**src/rtl/mmr_upset_injector.sv**
```systemverilog
// Fault injector for a K-way modular-redundant register: flips one replica bit
// for a programmed number of cycles, then measures how the voter reacts.
module mmr_upset_injector #(
  parameter int K_MMR   = 3,
  parameter int CNT_W   = 8,
  parameter int TIMEOUT = 16
) (
  input  logic             clk,
  input  logic             rst,
  input  logic [K_MMR-1:0] D_i,
  output logic [K_MMR-1:0] D_o,
  input  logic             inject_req_i,
  input  logic [2:0]       target_i,
  input  logic [CNT_W-1:0] hold_i,
  output logic             inject_ack_o,
  input  logic             mismatch_i,
  output logic             busy_o,
  output logic             done_o,
  output logic             detected_o,
  output logic             timeout_o,
  output logic [CNT_W-1:0] latency_o,
  output logic [CNT_W-1:0] upset_count_o
);

  generate
    if (!(K_MMR == 3 || K_MMR == 5)) begin : g_bad_k
      $error("mmr_upset_injector: K_MMR must be 3 or 5");
    end
    if (TIMEOUT < 1) begin : g_bad_tmo
      $error("mmr_upset_injector: TIMEOUT must be at least 1");
    end
  endgenerate

  localparam logic [2:0] S_IDLE    = 3'd0;
  localparam logic [2:0] S_INJECT  = 3'd1;
  localparam logic [2:0] S_WAIT    = 3'd2;
  localparam logic [2:0] S_RECOVER = 3'd3;
  localparam logic [2:0] S_DONE    = 3'd4;

  localparam int              TW       = (TIMEOUT > 1) ? $clog2(TIMEOUT) : 1;
  localparam logic [TW-1:0]   TMO_LAST = TW'(TIMEOUT - 1);
  localparam logic [CNT_W-1:0] CNT_MAX = '1;

  logic [2:0]       state;
  logic [2:0]       target_q;
  logic [CNT_W-1:0] inj_left;
  logic [TW-1:0]    tmo_cnt;
  logic             req_ok;
  logic             det_now;
  logic             tmo_hit;
  logic             tracking;

  assign req_ok   = inject_req_i && (32'(target_i) < 32'(K_MMR));
  // A mismatch in the last INJECT cycle already counts as detected for the exit choice.
  assign det_now  = detected_o | mismatch_i;
  assign tmo_hit  = (tmo_cnt == TMO_LAST);
  assign tracking = (state == S_INJECT || state == S_WAIT) && !detected_o;

  assign busy_o = (state != S_IDLE);
  assign done_o = (state == S_DONE);

  // Mask decodes straight from state, so an async reset drops it immediately.
  genvar gi;
  generate
    for (gi = 0; gi < K_MMR; gi++) begin : g_lane
      assign D_o[gi] = D_i[gi] ^ ((state == S_INJECT) && (target_q == 3'(gi)));
    end
  endgenerate

  always_ff @(posedge clk or posedge rst) begin
    if (rst) begin
      state         <= S_IDLE;
      target_q      <= '0;
      inj_left      <= '0;
      tmo_cnt       <= '0;
      inject_ack_o  <= 1'b0;
      detected_o    <= 1'b0;
      timeout_o     <= 1'b0;
      latency_o     <= '0;
      upset_count_o <= '0;
    end else begin
      inject_ack_o <= 1'b0;

      if (tracking) begin
        if (mismatch_i)
          detected_o <= 1'b1;
        else if (latency_o != CNT_MAX)
          latency_o <= latency_o + 1'b1;
      end

      case (state)
        S_IDLE: begin
          if (req_ok) begin
            state        <= S_INJECT;
            target_q     <= target_i;
            inj_left     <= (hold_i == '0) ? CNT_W'(1) : hold_i;
            inject_ack_o <= 1'b1;
            detected_o   <= 1'b0;
            timeout_o    <= 1'b0;
            latency_o    <= '0;
            if (upset_count_o != CNT_MAX)
              upset_count_o <= upset_count_o + 1'b1;
          end
        end
        S_INJECT: begin
          if (inj_left == CNT_W'(1)) begin
            state   <= det_now ? S_RECOVER : S_WAIT;
            tmo_cnt <= '0;
          end else begin
            inj_left <= inj_left - 1'b1;
          end
        end
        S_WAIT: begin
          if (mismatch_i) begin
            state   <= S_RECOVER;
            tmo_cnt <= '0;
          end else if (tmo_hit) begin
            state     <= S_DONE;
            timeout_o <= 1'b1;
          end else begin
            tmo_cnt <= tmo_cnt + 1'b1;
          end
        end
        S_RECOVER: begin
          if (!mismatch_i) begin
            state <= S_DONE;
          end else if (tmo_hit) begin
            state     <= S_DONE;
            timeout_o <= 1'b1;
          end else begin
            tmo_cnt <= tmo_cnt + 1'b1;
          end
        end
        S_DONE:  state <= S_IDLE;
        default: state <= S_IDLE;
      endcase
    end
  end

endmodule

```
**config.mk**
```make
export PLATFORM = sky130hd
export DESIGN_NAME = mmr_upset_injector
export DESIGN_NICKNAME = d
export VERILOG_FILES = /design/src/rtl/mmr_upset_injector.sv
export SDC_FILE = /design/constraint.sdc
export NUM_CORES = 1
export LEC_CHECK = 0
export ABC_AREA = 1
export ABC_CLOCK_PERIOD_IN_PS = 1800
export CORE_ASPECT_RATIO = 0.75
export CORE_UTILIZATION = 45
export DETAILED_ROUTE_END_ITERATION = 10
export DONT_BUFFER_PORTS = 1
export GPL_TIMING_DRIVEN = 0
export PLACE_DENSITY = 0.66
export SLEW_MARGIN = 15
export SYNTH_ARGS = -nofsm -noshare
export SYNTH_HDL_FRONTEND = slang
export SYNTH_SLANG_ARGS = --single-unit
```
**constraint.sdc**
```tcl
create_clock -name clk -period 1.8 [get_ports clk]
set_clock_uncertainty 0.15 [all_clocks]
set_input_delay 0.36 -clock clk [delete_from_list [all_inputs] [get_ports clk]]
set_output_delay 0.36 -clock clk [all_outputs]
set_load 0.01 [all_outputs]
```
==> impl_metrics.py <==
metrics = {
    "status": {
        "status": "complete, but fails checks",
        "violations": "setup timing",
    },
    "floorplanning": {
        "io-pin-count": 42,
        "die_y_um": 64.60,
        "rows": 22,
        "core_sq_mm": 0.004955,
        "initial_core_util_pct": 47.45,
        "die-area_sq_mm": 0.005520,
        "dieWidth_um": 85.46,
    },
    "critical_path": {
        "critPathSlowestCell": "dfrtp_1",
        "critPathLaunchType": "flop",
        "r2r-end": "upset_count_o[3]",
        "crit_fanout": 4,
        "crit_chain": "inv_2 > nand3_4 > inv_4 > nand4_1 > xnor2_2",
        "critPathCapture": "D_o[0]",
        "required_ns": 1.29,
        "critPathMaxStageDelay_ns": 0.40,
        "critical_path_class": "reg -> out",
        "rrSetupSlack_ns": 0.02,
        "critPathCaptureType": "output pin",
        "critPathArrivalTime_ns": 1.32,
        "r2r_cells": 8,
        "r2r_start": "state[2]",
        "critical_path.startpoint": "state[2]",
    },
    "drt": {
        "route.vias.total": 2119,
        "drt-initial-drc-count": 88,
        "drc_errors": 0,
        "drtAntennaViolNets": 0,
        "routedWlPerCell_um": 12.24,
        "viasPerCell": 5.021,
        "routed_wl_um": 5167,
        "dr.pass1.iters": 6,
    },
    "clock_tree": {
        "h-tree-depth": 2,
        "clock_latency_ns": 0.28,
        "tritoncts": "done",
        "clk_pin_slew_worst_paths_ns": 0.07,
        "cts_buffer_depth": 2,
        "cts_sinks": 37,
        "cts_root_buffer": "clkbuf_8",
        "cts_buffers": 5,
    },
    "synth": {
        "synth_compound_area_share_pct": 9.739,
        "yosys.area.top_type_share_pct": 39.38,
        "syn-num-nets": 366,
        "synthMuxAreaShare_pct": 0,
        "yosysSeqAreaShare_pct": 39.38,
        "ys_types": 28,
        "yosys.area_share.xor_xnor_pct": 2.980,
        "synth_largest_area_cell": "dfrtp_1",
        "synth-seq-cells": 37,
        "yosys.area_share.simple_pct": 36.14,
        "synth.avg_cell_area_sq_um": 6.854,
        "synthAdderAreaFrac_pct": 2.661,
        "synth_top_family_by_area": "simple AND/OR/NAND/NOR gates",
        "yosys-top-cells-area": "dfrtp_1 (39%), nand2_1 (16%), inv_1 (7.3%), nor2_1 (7.3%), nand3_1 (5.3%)",
        "syn_area_sq_mm": 0.002351,
        "synth-warning-count": 0,
        "netlist_instances": 343,
    },
    "placement": {
        "placed_cells": 404,
        "gp_congestion": 0.8298,
        "hpwl_um": 3822,
        "io_buffers": 0,
    },
    "sta": {
        "finalSetupTns_ns": -0.03289,
        "max_clock_freq_mhz": 545.6,
        "whs_ns": 0.05151,
        "finalSetupViolCount": 1,
        "slew_headroom_pct": 70.77,
        "period_needed_ns": 1.833,
        "fin_crit_sh_pct": 101.8,
        "hold_viol": 0,
        "grt_setup_unrepaired": "true",
        "timing.final.ws_setup_ns": -0.03289,
        "slew_violations": 0,
        "tightestPinTransition_ns": 0.4352,
    },
    "power_and_ir_drop": {
        "power.density_mw_per_mm2": 596.3,
        "peakVddDrop_uv": 363.5,
        "p_leak_nw": 1.369,
    },
    "run": {
        "maxCapViolCount": 0,
    },
    "cells_and_area": {
        "fin_cells": 422,
        "n_antenna_cell": 0,
        "final_nets": 384,
        "drive_gt1_share_pct": 13.26,
        "syn2layout_area_growth_pct": 13.41,
    },
    "grt": {
        "grt_pass1_wl_um": 8949,
        "grt-ovfl-total": 0,
        "grt_antenna_before_repair": 0,
        "grt_pass1_vias": 1946,
        "grt_max_degree": 30,
        "grt_util_all_layers_pct": 20.76,
    },
    "worst_hold_path": {
        "hp-class": "in -> reg",
    },
}
cells in the mapped netlist:
cell type  count
buf_4          1
o21ai_4        1
a21oi_1        9
o21ai_0       20
nor2b_1        1
buf_2          3
nand2_2        4
inv_1         46
nand4_1        7
nand3_1       25
nand3b_1       2
nor3b_1        2
a22oi_1        1
buf_6          1
inv_2          2
dfrtp_1       37
xnor2_1        5
nor3_1         9
o21ai_2        4
nor2_2         2
ha_1           5
o21ai_1        2
nor2_1        46
a211oi_1       1
xor2_1         3
nand2_1      102
or2_2          1
a21boi_0       1
power breakdown:
part / total, mW / switching, mW / internal (mW) / leakage, nW
logic: 0.129 / 0.0745 / 0.0541 / 0.898
clock network: 0.552 / 0.277 / 0.275 / 0.0395
registers: 0.909 / 0.0496 / 0.860 / 0.432
total: 1.59 / 0.401 / 1.19 / 1.37
through the flow:
stage          utilization, %  total power [mW]  cell area [sq um]  setup slack (ns)
2_1_floorplan               -             1.017               2351           0.05622
3_5_place_dp            49.37             1.050               2446           -0.1700
6_report                53.81             1.590               2666          -0.03289
3_3_place_gp            48.96             1.042               2426           -0.1215
5_1_grt                 53.81             1.678               2666           -0.1185
4_1_cts                 52.73             1.613               2613          -0.03595
cell type report:
class                      instances  area, sq um
clock buffer                       8        80.08
buffer                             4        28.78
tap                               60        75.07
timing repair buffer              12        105.1
fill                             505         2288
sequential                        37        928.4
multi-input combinational        253         1266
inverter                          48        182.7
cells by family after synthesis:
group | after synthesis
compound gates | 39
fa+ha+maj | 5
flops | 37
buf+inv | 53
xor+xnor | 8
simple gates | 201
cell usage in the layout, fill, tap and decap left out, types with 4 or more instances in the layout:
cell / instances
nand4_1: 7
nand2_1: 101
o21ai_2: 4
o21ai_0: 20
nand3_1: 23
dfrtp_1: 35
nor2_1: 45
inv_1: 41
nand2_2: 5
buf_4: 10
ha_1: 5
nor3_1: 9
a21oi_1: 9
clkbuf_8: 5
inv_2: 6
state kept, by name (all words and copies together) (netlist names):
name	cells
inj_left	8
latency_o	8
upset_count_o	8
tmo_cnt	4
state	3
target_q	3
detected_o	1
inject_ack_o	1
timeout_o	1
timing repair:
| action | CTS | global route |
|---|---|---|
| setup endpoints to repair | 3 | 30 |
| hold buffers | 1 | 0 |
| pin swaps | 2 | 2 |
| buffers inserted | 6 | 4 |
| gates resized for setup | 10 | 8 |
| cloned | 0 | 0 |
| hold endpoints to repair | 37 | 0 |
routing by layer:
layer	vias up	part of all wire [%]	track usage (%)
met5	-	0	0
met4	0	0.91	5.833
met3	5	4.4	5.223
met2	40	42	30.30
met1	955	53	30.31
li1	1119	-	-
worst max-delay path: cells and delay by family (launching register included):
| family | cells | cell delay (ns) |
|---|---|---|
| buffers and inverters | 2 | 0.17 |
| and+or+nand+nor | 2 | 0.23 |
| DFF | 1 | 0.40 |
| xor gates and xnor gates | 1 | 0.25 |
worst min-delay path by stage:
stage                      from     endpoint  slack [ns]  cells past startpoint
floorplan           target_i[0]  target_q[0]        0.33                      2
detailed placement          rst  target_q[1]        0.03                      1
global route        target_i[0]  target_q[0]        0.07                      2
CTS                 target_i[1]  target_q[1]        0.04                      2
finish              target_i[1]  target_q[1]        0.05                      2
global placement    target_i[1]  target_q[1]        0.34                      2
No activity file was read; power rests on OpenSTA's default activity.
